[src/rtl/irq_ctrl_pkg.sv]
// Shared definitions for the interrupt controller: register offsets, FSM encoding,
// and the vector returned on an acknowledge that finds no eligible source.
package irq_ctrl_pkg;

  localparam logic [2:0] REG_PEND  = 3'd0;
  localparam logic [2:0] REG_MASK  = 3'd1;
  localparam logic [2:0] REG_ISR   = 3'd2;
  localparam logic [2:0] REG_EOI   = 3'd3;
  localparam logic [2:0] REG_VBASE = 3'd4;
  localparam logic [2:0] REG_STAT  = 3'd5;
  localparam logic [2:0] REG_EDGE  = 3'd6;
  localparam logic [2:0] REG_ECLR  = 3'd7;

  localparam logic [7:0] RD_UNUSED = 8'hFF;

  typedef enum logic [1:0] {
    ST_IDLE = 2'd0,
    ST_REQ  = 2'd1,
    ST_ACKD = 2'd2
  } irq_state_t;

  // A spurious acknowledge reports the slot just past the last real source.
  function automatic logic [7:0] spurious_vec(input logic [7:0] base, input int unsigned nsrc);
    return base + 8'(nsrc);
  endfunction

endpackage

[src/rtl/irq_prio_enc.sv]
// Lowest-index-wins priority encoder; purely combinational.
module irq_prio_enc #(
  parameter int NUM_SRC = 8
) (
  input  logic [NUM_SRC-1:0] i_vec,
  output logic               o_vld,
  output logic [2:0]         o_idx
);

  always_comb begin
    o_vld = 1'b0;
    o_idx = 3'd0;
    // Scan downward so the lowest set bit is the last to be written.
    for (int i = NUM_SRC - 1; i >= 0; i--) begin
      if (i_vec[i]) begin
        o_vld = 1'b1;
        o_idx = 3'(i);
      end
    end
  end

endmodule

[src/rtl/irq_ctrl.sv]
// Fixed-priority interrupt controller with nesting, EOI and a req/ack CPU handshake.
// Optional rising-edge capture per source when IRQ_CTRL_EDGE_EN is defined.
module irq_ctrl
  import irq_ctrl_pkg::*;
#(
  parameter int NUM_SRC = 8
) (
  input  logic               clk,
  input  logic               rst_n,
  input  logic [2:0]         addr,
  input  logic               wr_en,
  input  logic [7:0]         wr_data,
  output logic [7:0]         rd_data,
  input  logic [NUM_SRC-1:0] irq_src,
  output logic               cpu_irq,
  input  logic               cpu_ack,
  output logic [7:0]         vector
);

  logic [NUM_SRC-1:0] r_pending;
  logic [NUM_SRC-1:0] r_mask;
  logic [NUM_SRC-1:0] r_isr;
  logic [7:0]         r_vec_base;
  logic [7:0]         r_vector;
  irq_state_t         r_state;

  irq_state_t         w_state_nxt;
  logic [NUM_SRC-1:0] w_cand;
  logic               w_cand_vld;
  logic [2:0]         w_cand_idx;
  logic               w_isr_vld;
  logic [2:0]         w_isr_idx;
  logic               w_elig;
  logic               w_ack_hit;
  logic               w_ack_spur;
  logic               w_eoi;
  logic [NUM_SRC-1:0] w_isr_nxt;
  logic [NUM_SRC-1:0] w_ack_onehot;

  assign w_cand = r_pending & r_mask & ~r_isr;

  irq_prio_enc #(.NUM_SRC(NUM_SRC)) u_cand_enc (
    .i_vec (w_cand),
    .o_vld (w_cand_vld),
    .o_idx (w_cand_idx)
  );

  irq_prio_enc #(.NUM_SRC(NUM_SRC)) u_isr_enc (
    .i_vec (r_isr),
    .o_vld (w_isr_vld),
    .o_idx (w_isr_idx)
  );

  // Nesting: only a strictly higher-priority source may preempt the one in service.
  assign w_elig = w_cand_vld && (!w_isr_vld || (w_cand_idx < w_isr_idx));
  assign w_eoi  = wr_en && (addr == REG_EOI);
  assign w_ack_onehot = w_ack_hit ? (NUM_SRC'(1) << w_cand_idx) : '0;

  always_comb begin
    w_state_nxt = r_state;
    w_ack_hit   = 1'b0;
    w_ack_spur  = 1'b0;
    case (r_state)
      ST_IDLE: if (w_elig) w_state_nxt = ST_REQ;
      ST_REQ: begin
        if (cpu_ack) begin
          w_state_nxt = ST_ACKD;
          w_ack_hit   = w_elig;
          w_ack_spur  = !w_elig;
        end else if (!w_elig) begin
          w_state_nxt = ST_IDLE;
        end
      end
      ST_ACKD: w_state_nxt = ST_IDLE;
      default: w_state_nxt = ST_IDLE;
    endcase
  end

  // EOI retires the old lowest in-service bit before the newly acked bit is set.
  always_comb begin
    w_isr_nxt = r_isr;
    if (w_eoi && w_isr_vld) w_isr_nxt = w_isr_nxt & ~(NUM_SRC'(1) << w_isr_idx);
    w_isr_nxt = w_isr_nxt | w_ack_onehot;
  end

  always_ff @(posedge clk or negedge rst_n) begin
    if (!rst_n) begin
      r_state    <= ST_IDLE;
      r_mask     <= '0;
      r_isr      <= '0;
      r_vec_base <= 8'h00;
      r_vector   <= 8'h00;
    end else begin
      r_state <= w_state_nxt;
      r_isr   <= w_isr_nxt;
      if (wr_en && (addr == REG_MASK))  r_mask     <= wr_data[NUM_SRC-1:0];
      if (wr_en && (addr == REG_VBASE)) r_vec_base <= wr_data;
      if (w_ack_hit)       r_vector <= r_vec_base + 8'(w_cand_idx);
      else if (w_ack_spur) r_vector <= spurious_vec(r_vec_base, NUM_SRC);
    end
  end

`ifdef IRQ_CTRL_EDGE_EN
  logic [NUM_SRC-1:0] r_edge_sel;
  logic [NUM_SRC-1:0] r_prev;
  logic [NUM_SRC-1:0] w_rise;
  logic [NUM_SRC-1:0] w_edge_clr;
  logic [NUM_SRC-1:0] w_edge_pend;

  assign w_rise      = irq_src & ~r_prev;
  assign w_edge_clr  = w_ack_onehot |
                       ((wr_en && (addr == REG_ECLR)) ? wr_data[NUM_SRC-1:0] : '0);
  // Set is applied after clear so a coincident rising edge is not lost.
  assign w_edge_pend = (r_pending & ~w_edge_clr) | w_rise;

  always_ff @(posedge clk or negedge rst_n) begin
    if (!rst_n) begin
      r_edge_sel <= '0;
      r_prev     <= '0;
      r_pending  <= '0;
    end else begin
      r_prev    <= irq_src;
      r_pending <= (r_edge_sel & w_edge_pend) | (~r_edge_sel & irq_src);
      if (wr_en && (addr == REG_EDGE)) r_edge_sel <= wr_data[NUM_SRC-1:0];
    end
  end
`else
  always_ff @(posedge clk or negedge rst_n) begin
    if (!rst_n) r_pending <= '0;
    else        r_pending <= irq_src;
  end
`endif

  always_comb begin
    rd_data = 8'h00;
    case (addr)
      REG_PEND:  rd_data = 8'(r_pending);
      REG_MASK:  rd_data = 8'(r_mask);
      REG_ISR:   rd_data = 8'(r_isr);
      REG_EOI:   rd_data = 8'h00;
      REG_VBASE: rd_data = r_vec_base;
      REG_STAT:  rd_data = {7'h00, cpu_irq};
`ifdef IRQ_CTRL_EDGE_EN
      REG_EDGE:  rd_data = 8'(r_edge_sel);
      REG_ECLR:  rd_data = 8'h00;
`else
      REG_EDGE:  rd_data = RD_UNUSED;
      REG_ECLR:  rd_data = RD_UNUSED;
`endif
      default:   rd_data = 8'h00;
    endcase
  end

  assign cpu_irq = (r_state == ST_REQ);
  assign vector  = r_vector;

endmodule

[config.mk]
export PLATFORM = sky130hd
export DESIGN_NAME = irq_ctrl
export DESIGN_NICKNAME = d
export VERILOG_FILES = /design/src/rtl/irq_ctrl_pkg.sv /design/src/rtl/irq_prio_enc.sv /design/src/rtl/irq_ctrl.sv
export SDC_FILE = /design/constraint.sdc
export NUM_CORES = 1
export LEC_CHECK = 0
export BUFFER_PORTS_ARGS = -buffer_cell sky130_fd_sc_hd__buf_2
export CAP_MARGIN = 0
export CORE_ASPECT_RATIO = 0.6
export CORE_MARGIN = 2
export CORE_UTILIZATION = 55
export CTS_CLUSTER_DIAMETER = 120
export DETAILED_ROUTE_END_ITERATION = 10
export HOLD_SLACK_MARGIN = 0.03
export PLACE_DENSITY_LB_ADDON = 0.12
export SLEW_MARGIN = 20
export SYNTH_ARGS = -nofsm -noshare
export SYNTH_HDL_FRONTEND = slang
export SYNTH_SLANG_ARGS = --single-unit
[constraint.sdc]
create_clock -name clk -period 7.7 [get_ports clk]
set_input_delay 0.385 -clock clk [delete_from_list [all_inputs] [get_ports clk]]
set_output_delay 0.385 -clock clk [all_outputs]
set_load 0.05 [all_outputs]
==> results of run 1 <==
==> area by class of cell <==
class,instances,area [µm²],share of cell area [%]
clock inverters,2,12.5,0.449
repair buffers,41,210,7.54
well taps,60,75.1,2.69
clock buffers,6,82.6,2.96
multi-input cells,199,1300,46.6
flip-flops and latches,42,1050,37.7
inverters,15,56.3,2.02
==> flip-flops by register name, indices dropped and copies added (netlist names) <==
signal,flops
r_isr,8
r_mask,8
r_pending,8
r_state,2
r_vec_base,8
vector,8
==> cells in the final DEF, fill, tap and decap left out, types with 2 or more instances in the layout <==
cell type	instances
o32a_1	7
nor4_1	2
and3b_1	3
nand3b_1	6
a21o_1	4
buf_2	39
mux2i_1	3
nand2_1	37
buf_4	2
inv_1	15
o21bai_1	3
a21oi_1	9
o21ai_0	32
o21ai_1	10
clkbuf_8	6
nand3_1	2
nor2_1	13
mux2_2	9
and3_1	2
ha_1	6
nor2b_1	11
o21ai_2	2
or2_2	3
nor3_1	4
xnor2_1	6
dfrtp_1	42
a31oi_1	3
==> power breakdown <==
part           switching [µW]  internal, µW
Sequential               71.0           283
Combinational             398           235
Clock                    76.5          72.0
==> per-layer routing <==
metal	up-vias	track usage (%)	wire, µm
li1	1022	-	-
met3	6	8.13	604
met2	88	35.9	2350
met1	1005	37.2	2840
met5	-	0	0
met4	0	7.47	63
==> kinds of logic after synthesis <==
kind of cell | after synthesis | share of synthesized area [%]
compound gates | 82 | 21.8
xor+xnor | 6 | 2.14
fa+ha+maj | 7 | 3.87
buf+inv | 28 | 4.38
flops | 42 | 42.7
mux | 13 | 5.95
simple gates | 91 | 19.1
==> critical path, cell delays in order (launching register included) <==
cell	delay [ps]
dfrtp_1	420
and3b_1	210
a31oi_1	290
nor2_1	100
o21ai_0	350
inv_1	130
ha_1	220
a21o_1	210
a211oi_2	290
a21oi_4	140
nor2_4	180
mux2_4	320
o21ai_2	100
==> metrics by stage <==
stage                     std cells  hold slack, ps
after floorplan                 269            89.4
after global placement          357             457
after detailed placement        357             461
after CTS                       365             180
after global routing            365             175
final                           365             188
==> worst paths after layout <==
| path | from | endpoint | cells past startpoint |
|---|---|---|---|
| max | r_isr[6]$_DFF_PN0_ | vector[1]$_DFFE_PN0P_ | 12 |
| min | irq_src[3] | r_pending[3]$_DFF_PN0_ | 1 |
| max reg2reg | r_isr[6]$_DFF_PN0_ | vector[1]$_DFFE_PN0P_ | 12 |
| min reg2reg | r_state[1]$_DFFE_PN0P_ | r_state[0]$_DFFE_PN0P_ | 1 |
| max in group asynchronous | rst_n | r_state[0]$_DFFE_PN0P_ | 1 |
| min in group asynchronous | rst_n | r_mask[3]$_DFFE_PN0P_ | 1 |
==> results.json, run 1 <==
{
  "clock_skew_ps": 4.26,
  "synth_ff_type": "dfrtp_1",
  "initial_core_util_pct": 58.7,
  "tns_ps": 0,
  "synth-seq-cells": 42,
  "max_cap_viol_count": 0,
  "numCtsBuffers": 5,
  "post-cts-setup-buffers": 0,
  "seq_area_frac_synth_pct": 42.7,
  "grt_pass1_vias": 1991,
  "routed_wl_mm": 5.86,
  "max_freq_mhz": 330,
  "leakage_uw": 0.00127,
  "yosysWarnings": 0,
  "ys_top_cells_by_count": "dfrtp_1, nand2_1, o21ai_0",
  "max-slew-margin-rel_pct": 39.2,
  "period_share_pct": 39.3,
  "post-place-ws_ps": 4700,
  "syn_area_per_cell_um2": 9.14,
  "cp-start-kind": "register",
  "worst_pin_slew_ps": 911,
  "netlist_area_um2": 2460,
  "core_um2": 4190,
  "cts.reportedPaths.clkPinSlew_ps": 80,
  "yosysTopAreaCellShare_pct": 42.7,
  "grt_antenna_before_repair": 0,
  "io_pins": 40,
  "cts_resized": 0,
  "grtUsageTotal_pct": 25.3,
  "outcome": "complete, no violations",
  "layout_setup_ws_ps": 4670,
  "rows": 18,
  "area_growth_syn_to_layout_pct": 13.4,
  "grt_pass1_wl_mm": 9.87,
  "grt_max_degree": 43,
  "die_width_um": 90.3,
  "p_per_area_nw_per_um2": 407,
  "cts_root_buffer": "clkbuf_8",
  "total_power_uw": 1140,
  "r2r_slack_ps": 4670,
  "cp_max_fo": 6,
  "synth_area_leader_cell": "dfrtp_1",
  "ctsHoldBuffers": 0,
  "syn_nets": 299,
  "cts_tree": "built",
  "max-vdd-ir-drop_mv": 0.159,
  "layout-drive-gt1-share_pct": 23.0,
  "drc": 0,
  "rsz0062_at_grt": "false",
  "routed-via-count": 2121,
  "vias_per_cell": 5.81,
  "ys_async_sr_fraction_pct": 100,
  "finalInstanceArea_um2": 2790,
  "dr.first_iter.drc_count": 186,
  "synth.most_common_cell": "dfrtp_1",
  "critPathKind": "reg2reg",
  "die_area_um2": 5040,
  "wl_per_cell_um": 16.1,
  "grt_remaining_overflow": 0,
  "ys_types": 49,
  "finalCriticalPeriod_ps": 3030,
  "drv_slew": 0,
  "clockBufferDepth": 2,
  "clock_latency_ps": 300,
  "synth_area_leaders": "dfrtp_1, o21ai_0, nand2_1",
  "synth-edff-count": 0,
  "diodes": 0,
  "final_util_pct": 66.5,
  "hpwl_mm": 4.49,
  "fillers": 368,
  "fp.dieH_um": 55.8,
  "htree_levels": 2,
  "place.gp.congestion": 0.912,
  "setup_violations": 0,
  "hold_viol_final": 0,
  "synthCells": 269,
  "port_buffers": 39,
  "place_area_um2": 2690,
  "cp.arrival_ps": 3260,
  "final_net_count": 334,
  "clkSinkCount": 42,
  "worstHoldPathType": "in2reg",
  "detail_route.first_pass.iterations": 5,
  "cp-end-kind": "register",
  "antenna_left": 0,
  "cp.required_ps": 7930
}
(Power assumes the default switching activity.)
==> run 2, diff against run 1 <==
--- a/config.mk
+++ b/config.mk
@@ -9,7 +9,7 @@
 export CAP_MARGIN = 0
 export CORE_ASPECT_RATIO = 0.6
 export CORE_MARGIN = 2
-export CORE_UTILIZATION = 55
+export CORE_UTILIZATION = 51
 export CTS_CLUSTER_DIAMETER = 120
 export DETAILED_ROUTE_END_ITERATION = 10
 export HOLD_SLACK_MARGIN = 0.03
==> constraint.sdc (replaced) <==
create_clock -name clk -period 2.55 [get_ports clk]
set_input_delay 0.1275 -clock clk [delete_from_list [all_inputs] [get_ports clk]]
set_output_delay 0.1275 -clock clk [all_outputs]
set_load 0.05 [all_outputs]
==> run 2 against run 1 <==
The flow now finishes with violations (negative setup slack). Global-route usage up 0.17 points. Sequential share of layout area down 5.9 points. Flip-flop and latch count unchanged. Cell area up 19%. Sequential power rose to 2.9 times the previous value. Combinational power rose to 4.4 times the previous value. Die area up 7.4%. Critical path depth down 2. Total power rose to 3.8 times the previous value. First-iteration DRC count down 3.2%. Utilization up 5.2 points. Critical path type unchanged. Highest routed layer unchanged.
==> results.json, run 2 (synthesized netlist as in run 1, its figures left out) <==
{
  "diodes": 0,
  "detail_route.first_pass.iterations": 5,
  "numCtsBuffers": 5,
  "hold_viol_final": 0,
  "place_area_um2": 2930,
  "max-slew-margin-rel_pct": 39.7,
  "tns_ps": -425,
  "place.gp.congestion": 0.913,
  "hpwl_mm": 4.89,
  "routed-via-count": 2313,
  "cp.arrival_ps": 2880,
  "violations": "negative setup slack",
  "dp.cells": 391,
  "stdcell_count": 418,
  "htree_levels": 2,
  "final_cell_mix": "dfrtp_1, buf_4, buf_2",
  "cp-endpoint": "vector[1]$_DFFE_PN0P_",
  "setup_violations": 9,
  "worst_pin_slew_ps": 904,
  "cts.reportedPaths.clkPinSlew_ps": 80,
  "io_pins": 40,
  "clkSinkCount": 42,
  "crit_start": "r_isr[5]$_DFF_PN0_",
  "die_area_um2": 5410,
  "clockBufferDepth": 2,
  "leakage_uw": 0.00154,
  "fp.dieH_um": 57.8,
  "antenna_left": 0,
  "cts_root_buffer": "clkbuf_8",
  "final_net_count": 384,
  "grt_pass1_wl_mm": 10.4,
  "finalCriticalPeriod_ps": 2650,
  "drc": 0,
  "cp-start-kind": "register",
  "r2r-end": "vector[1]$_DFFE_PN0P_",
  "period_share_pct": 104,
  "final_util_pct": 71.7,
  "critPathKind": "reg2reg",
  "cp.required_ps": 2770,
  "crit_path_top_delay_cell": "dfrtp_1",
  "p_per_area_nw_per_um2": 1300,
  "area_growth_syn_to_layout_pct": 34.5,
  "grt_antenna_before_repair": 0,
  "grtUsageTotal_pct": 25.5,
  "grt_remaining_overflow": 0,
  "rsz0062_at_grt": "true",
  "outcome": "complete, but fails checks",
  "port_buffers": 39,
  "crit_path_frequent_cell": "a211oi_2",
  "worstHoldPathType": "in2reg",
  "mostFrequentLayoutCell": "dfrtp_1",
  "cp-end-kind": "register",
  "clock_latency_ps": 290,
  "cp_max_fo": 4,
  "dr.first_iter.drc_count": 180,
  "routed_wl_mm": 6.63,
  "grt_max_degree": 43,
  "drv_slew": 0,
  "layout_setup_ws_ps": -104,
  "cts_tree": "built",
  "crit_chain": "nand3b_1, and2_4, a211oi_2, ha_1, a21o_1, a211oi_2, a21oi_4, nor2_4, mux2_4, o21ai_2",
  "vias_per_cell": 5.53,
  "reg2reg_from": "r_isr[5]$_DFF_PN0_",
  "rows": 19,
  "fillers": 357,
  "wl_per_cell_um": 15.9,
  "max_stage_delay_ps": 410,
  "die_width_um": 93.6,
  "r2r_slack_ps": -100,
  "initial_core_util_pct": 53.3,
  "r2r_cells": 10,
  "max_freq_mhz": 377,
  "finalInstanceArea_um2": 3310,
  "core_um2": 4610,
  "clock_skew_ps": 3.69,
  "layout-drive-gt1-share_pct": 36.3,
  "max_cap_viol_count": 0,
  "max-vdd-ir-drop_mv": 0.516,
  "grt_pass1_vias": 2098
}
==> run 2: cell types whose count changed in the layout (fill, tap and decap cells not counted), sizes merged <==
| cell | before | now |
|---|---|---|
| buf | 41 | 81 |
| bufinv | 0 | 1 |
| clkbuf | 6 | 7 |
| clkinv | 1 | 0 |
| clkinvlp | 1 | 0 |
| dlygate4sd3 | 0 | 10 |
==> run 2: layout make-up <==
class	instances	area, µm²	area share [%]
multi-input cells	199	1400	42.2
clock inverters	1	30.0	0.908
flip-flops and latches	42	1050	31.8
clock buffers	7	76.3	2.31
repair buffers	91	618	18.7
inverters	15	56.3	1.70
well taps	63	78.8	2.38
==> run 2: metal layers <==
layer | share of wire (%) | global-route usage, % | up-vias
met5 | 0 | 0 | -
li1 | - | - | 1121
met4 | 0.60 | 5.80 | 0
met3 | 7.7 | 5.20 | 5
met2 | 41 | 34.2 | 100
met1 | 51 | 42.0 | 1087
==> run 2: timing repair <==
| item | 4_1_cts | 5_1_grt |
|---|---|---|
| hold buffers | 10 | 0 |
| pin swaps | 8 | 20 |
| endpoints found under the hold margin | 51 | 0 |
| gates resized for setup | 7 | 20 |
| setup endpoints to repair | 9 | 9 |
| buffers inserted | 4 | 5 |
==> run 2: worst max-delay path: cells and delay by family, from the launching register on <==
family | cells | cell delay, ps
DFF | 1 | 410
adders and majority gates | 1 | 300
AOI/OAI and AO/OA | 5 | 990
and+or+nand+nor | 3 | 570
muxes | 1 | 320
==> run 2: through the flow <==
step | hold slack (ps) | total power, µW | setup slack (ps)
after floorplan | -168 | 2540 | 8.43
after global placement | 235 | 3260 | -92.6
after detailed placement | 237 | 3280 | -153
after CTS | 47.6 | 3970 | 5.08
after global routing | 59.8 | 4530 | -211
final | 51.3 | 4290 | -104
==> run 2: worst min-delay path by stage <==
stage | startpoint | end | depth (start not counted)
floorplan | rst_n | r_isr[0]$_DFF_PN0_ | 0
detailed placement | irq_src[5] | r_pending[5]$_DFF_PN0_ | 1
global placement | irq_src[7] | r_pending[7]$_DFF_PN0_ | 1
CTS | wr_data[4] | r_vec_base[4]$_DFFE_PN0P_ | 3
global route | wr_data[5] | r_vec_base[5]$_DFFE_PN0P_ | 3
finish | wr_data[4] | r_vec_base[4]$_DFFE_PN0P_ | 3
==> run 2: power by group <==
| part | switching, µW | internal, µW | total [µW] |
|---|---|---|---|
| sequential | 157 | 855 | 1010 |
| combinational | 1510 | 1250 | 2760 |
| clock | 225 | 293 | 518 |
| total | 1890 | 2400 | 4290 |
==> run 3, diff against run 2 <==
==> constraint.sdc (replaced) <==
create_clock -name clk -period 2.3 [get_ports clk]
set_input_delay 0.115 -clock clk [delete_from_list [all_inputs] [get_ports clk]]
set_output_delay 0.115 -clock clk [all_outputs]
set_load 0.05 [all_outputs]
==> run 3 against run 2 <==
The flow still finishes with violations (negative setup slack). Clock-buffer cell count down 1. Total power up 21%. Worst setup slack worse by 250 ps. Critical endpoint is now vector[4]$_DFFE_PN0P_. Largest power group unchanged. Critical path type unchanged. Register-to-register slack worse by 250 ps.
==> results.json, run 3 (synthesized netlist as in run 1, its figures left out) <==
{
  "grt_antenna_before_repair": 0,
  "htree_levels": 2,
  "max_cap_viol_count": 0,
  "dp.cells": 402,
  "period_share_pct": 115,
  "max_stage_delay_ps": 410,
  "crit_path_top_delay_cell": "dfrtp_1",
  "dr.first_iter.drc_count": 159,
  "stdcell_count": 437,
  "reg2reg_from": "r_isr[4]$_DFF_PN0_",
  "final_net_count": 403,
  "grt_pass1_vias": 2236,
  "cts_root_buffer": "clkbuf_8",
  "cp_max_fo": 4,
  "worst_pin_slew_ps": 963,
  "drv_slew": 0,
  "die_width_um": 93.6,
  "initial_core_util_pct": 53.3,
  "worstHoldPathType": "in2reg",
  "detail_route.first_pass.iterations": 5,
  "grt_remaining_overflow": 0,
  "fp.dieH_um": 57.8,
  "place.gp.congestion": 0.938,
  "numCtsBuffers": 5,
  "hpwl_mm": 5.18,
  "rsz0062_at_grt": "true",
  "io_pins": 40,
  "cp.arrival_ps": 2840,
  "clock_skew_ps": 5.69,
  "finalInstanceArea_um2": 3490,
  "fin_hold_ws_ps": 39.7,
  "crit_path_frequent_cell": "a21o_1",
  "grtUsageTotal_pct": 28.5,
  "wl_per_cell_um": 16.9,
  "drc": 0,
  "finalCriticalPeriod_ps": 2650,
  "hold_end": "r_vec_base[6]$_DFFE_PN0P_",
  "layout_setup_ws_ps": -353,
  "clock_latency_ps": 300,
  "setup_violations": 10,
  "fillers": 338,
  "max-vdd-ir-drop_mv": 0.666,
  "grt_max_degree": 43,
  "final_cell_mix": "buf_4, dfrtp_1, buf_2",
  "rows": 19,
  "max_freq_mhz": 377,
  "layout-drive-gt1-share_pct": 39.8,
  "vias_per_cell": 5.49,
  "r2r_cells": 13,
  "routed-via-count": 2399,
  "cp.required_ps": 2480,
  "cts_tree": "built",
  "violations": "negative setup slack",
  "core_um2": 4610,
  "post-place-ws_ps": -301,
  "clockBufferDepth": 2,
  "cp-start-kind": "register",
  "grt_pass1_wl_mm": 11.5,
  "cts.reportedPaths.clkPinSlew_ps": 80,
  "hold_path_depth": 3,
  "crit_chain": "buf_4, and3b_1, a221oi_2, a21o_1, ha_2, inv_2, fa_2, inv_1, a21o_1, nand2_1, xnor2_1, mux2i_1, o21ai_1",
  "outcome": "complete, but fails checks",
  "hold_path_startpoint": "wr_data[6]",
  "critPathKind": "reg2reg",
  "clkSinkCount": 42,
  "diodes": 0,
  "area_growth_syn_to_layout_pct": 41.8,
  "cp-end-kind": "register",
  "max-slew-margin-rel_pct": 35.8,
  "p_per_area_nw_per_um2": 1480,
  "antenna_left": 0,
  "leakage_uw": 0.00163,
  "mostFrequentLayoutCell": "buf_4",
  "total_power_uw": 5170,
  "hold_viol_final": 0,
  "r2r-end": "vector[4]$_DFFE_PN0P_",
  "die_area_um2": 5410,
  "r2r_slack_ps": -350,
  "routed_wl_mm": 7.40,
  "port_buffers": 39,
  "place_area_um2": 3040
}
-- run 3: cell types whose count changed in the layout (fill, tap and decap cells not counted), sizes merged --
cell	change
clkbuf	-1
dlygate4sd3	+3
clkinv	+1
clkinvlp	+1
bufinv	-1
buf	+16
-- run 3: stage by stage --
step / setup TNS [ps] / util (%)
2_1_floorplan: -512 / -
3_3_place_gp: -1530 / 65.9
3_5_place_dp: -2090 / 65.9
4_1_cts: -1890 / 73.8
5_1_grt: -3330 / 75.6
6_report: -2370 / 75.6
-- run 3: power by group --
part           total (µW)  switching, µW  internal [µW]
clock network         511            270            241
logic                3540           1860           1680
registers            1120            172            948
total                5170           2310           2870
-- run 3: metal layers --
metal	vias to the layer above	share of wire, %	global-route usage [%]
met5	-	0	0
met4	0	1.7	8.70
li1	1154	-	-
met3	14	5.9	5.07
met2	78	43	40.4
met1	1153	50	44.6
-- run 3: worst max path at each step --
stage / start / to / slack, ps / depth (start not counted)
floorplan: r_isr[6]$_DFF_PN0_ / vector[1]$_DFFE_PN0P_ / -150 / 12
global placement: r_isr[5]$_DFF_PN0_ / vector[1]$_DFFE_PN0P_ / -250 / 10
detailed placement: r_isr[5]$_DFF_PN0_ / vector[1]$_DFFE_PN0P_ / -300 / 10
CTS: r_isr[4]$_DFF_PN0_ / vector[1]$_DFFE_PN0P_ / -260 / 10
global route: r_isr[6]$_DFF_PN0_ / vector[4]$_DFFE_PN0P_ / -460 / 13
finish: r_isr[4]$_DFF_PN0_ / vector[4]$_DFFE_PN0P_ / -350 / 13
-- run 3: timing repair --
item                                    4_1_cts  5_1_grt
endpoints found under the setup margin       11       17
hold endpoints to repair                     54        0
hold buffers                                 13        0
buffers inserted                             11        4
pin swaps                                    21       10
resized for setup                            18       15
-- run 3: area by class of cell --
type | instances | area, µm² | area share (%)
clock inverters | 2 | 12.5 | 0.359
inverters | 15 | 56.3 | 1.62
flip-flops and latches | 42 | 1050 | 30.2
multi-input cells | 199 | 1440 | 41.3
clock buffers | 6 | 82.6 | 2.37
well taps | 63 | 78.8 | 2.26
repair buffers | 110 | 764 | 21.9
-- run 3: critical path: cells and delay by family, from the launching register on --
family          cells  cell delay (ps)
compound gates      4              790
xor+xnor            1              140
fa+ha+maj           2              530
buf+inv             3              240
flops               1              410
mux                 1              170
simple gates        2              240
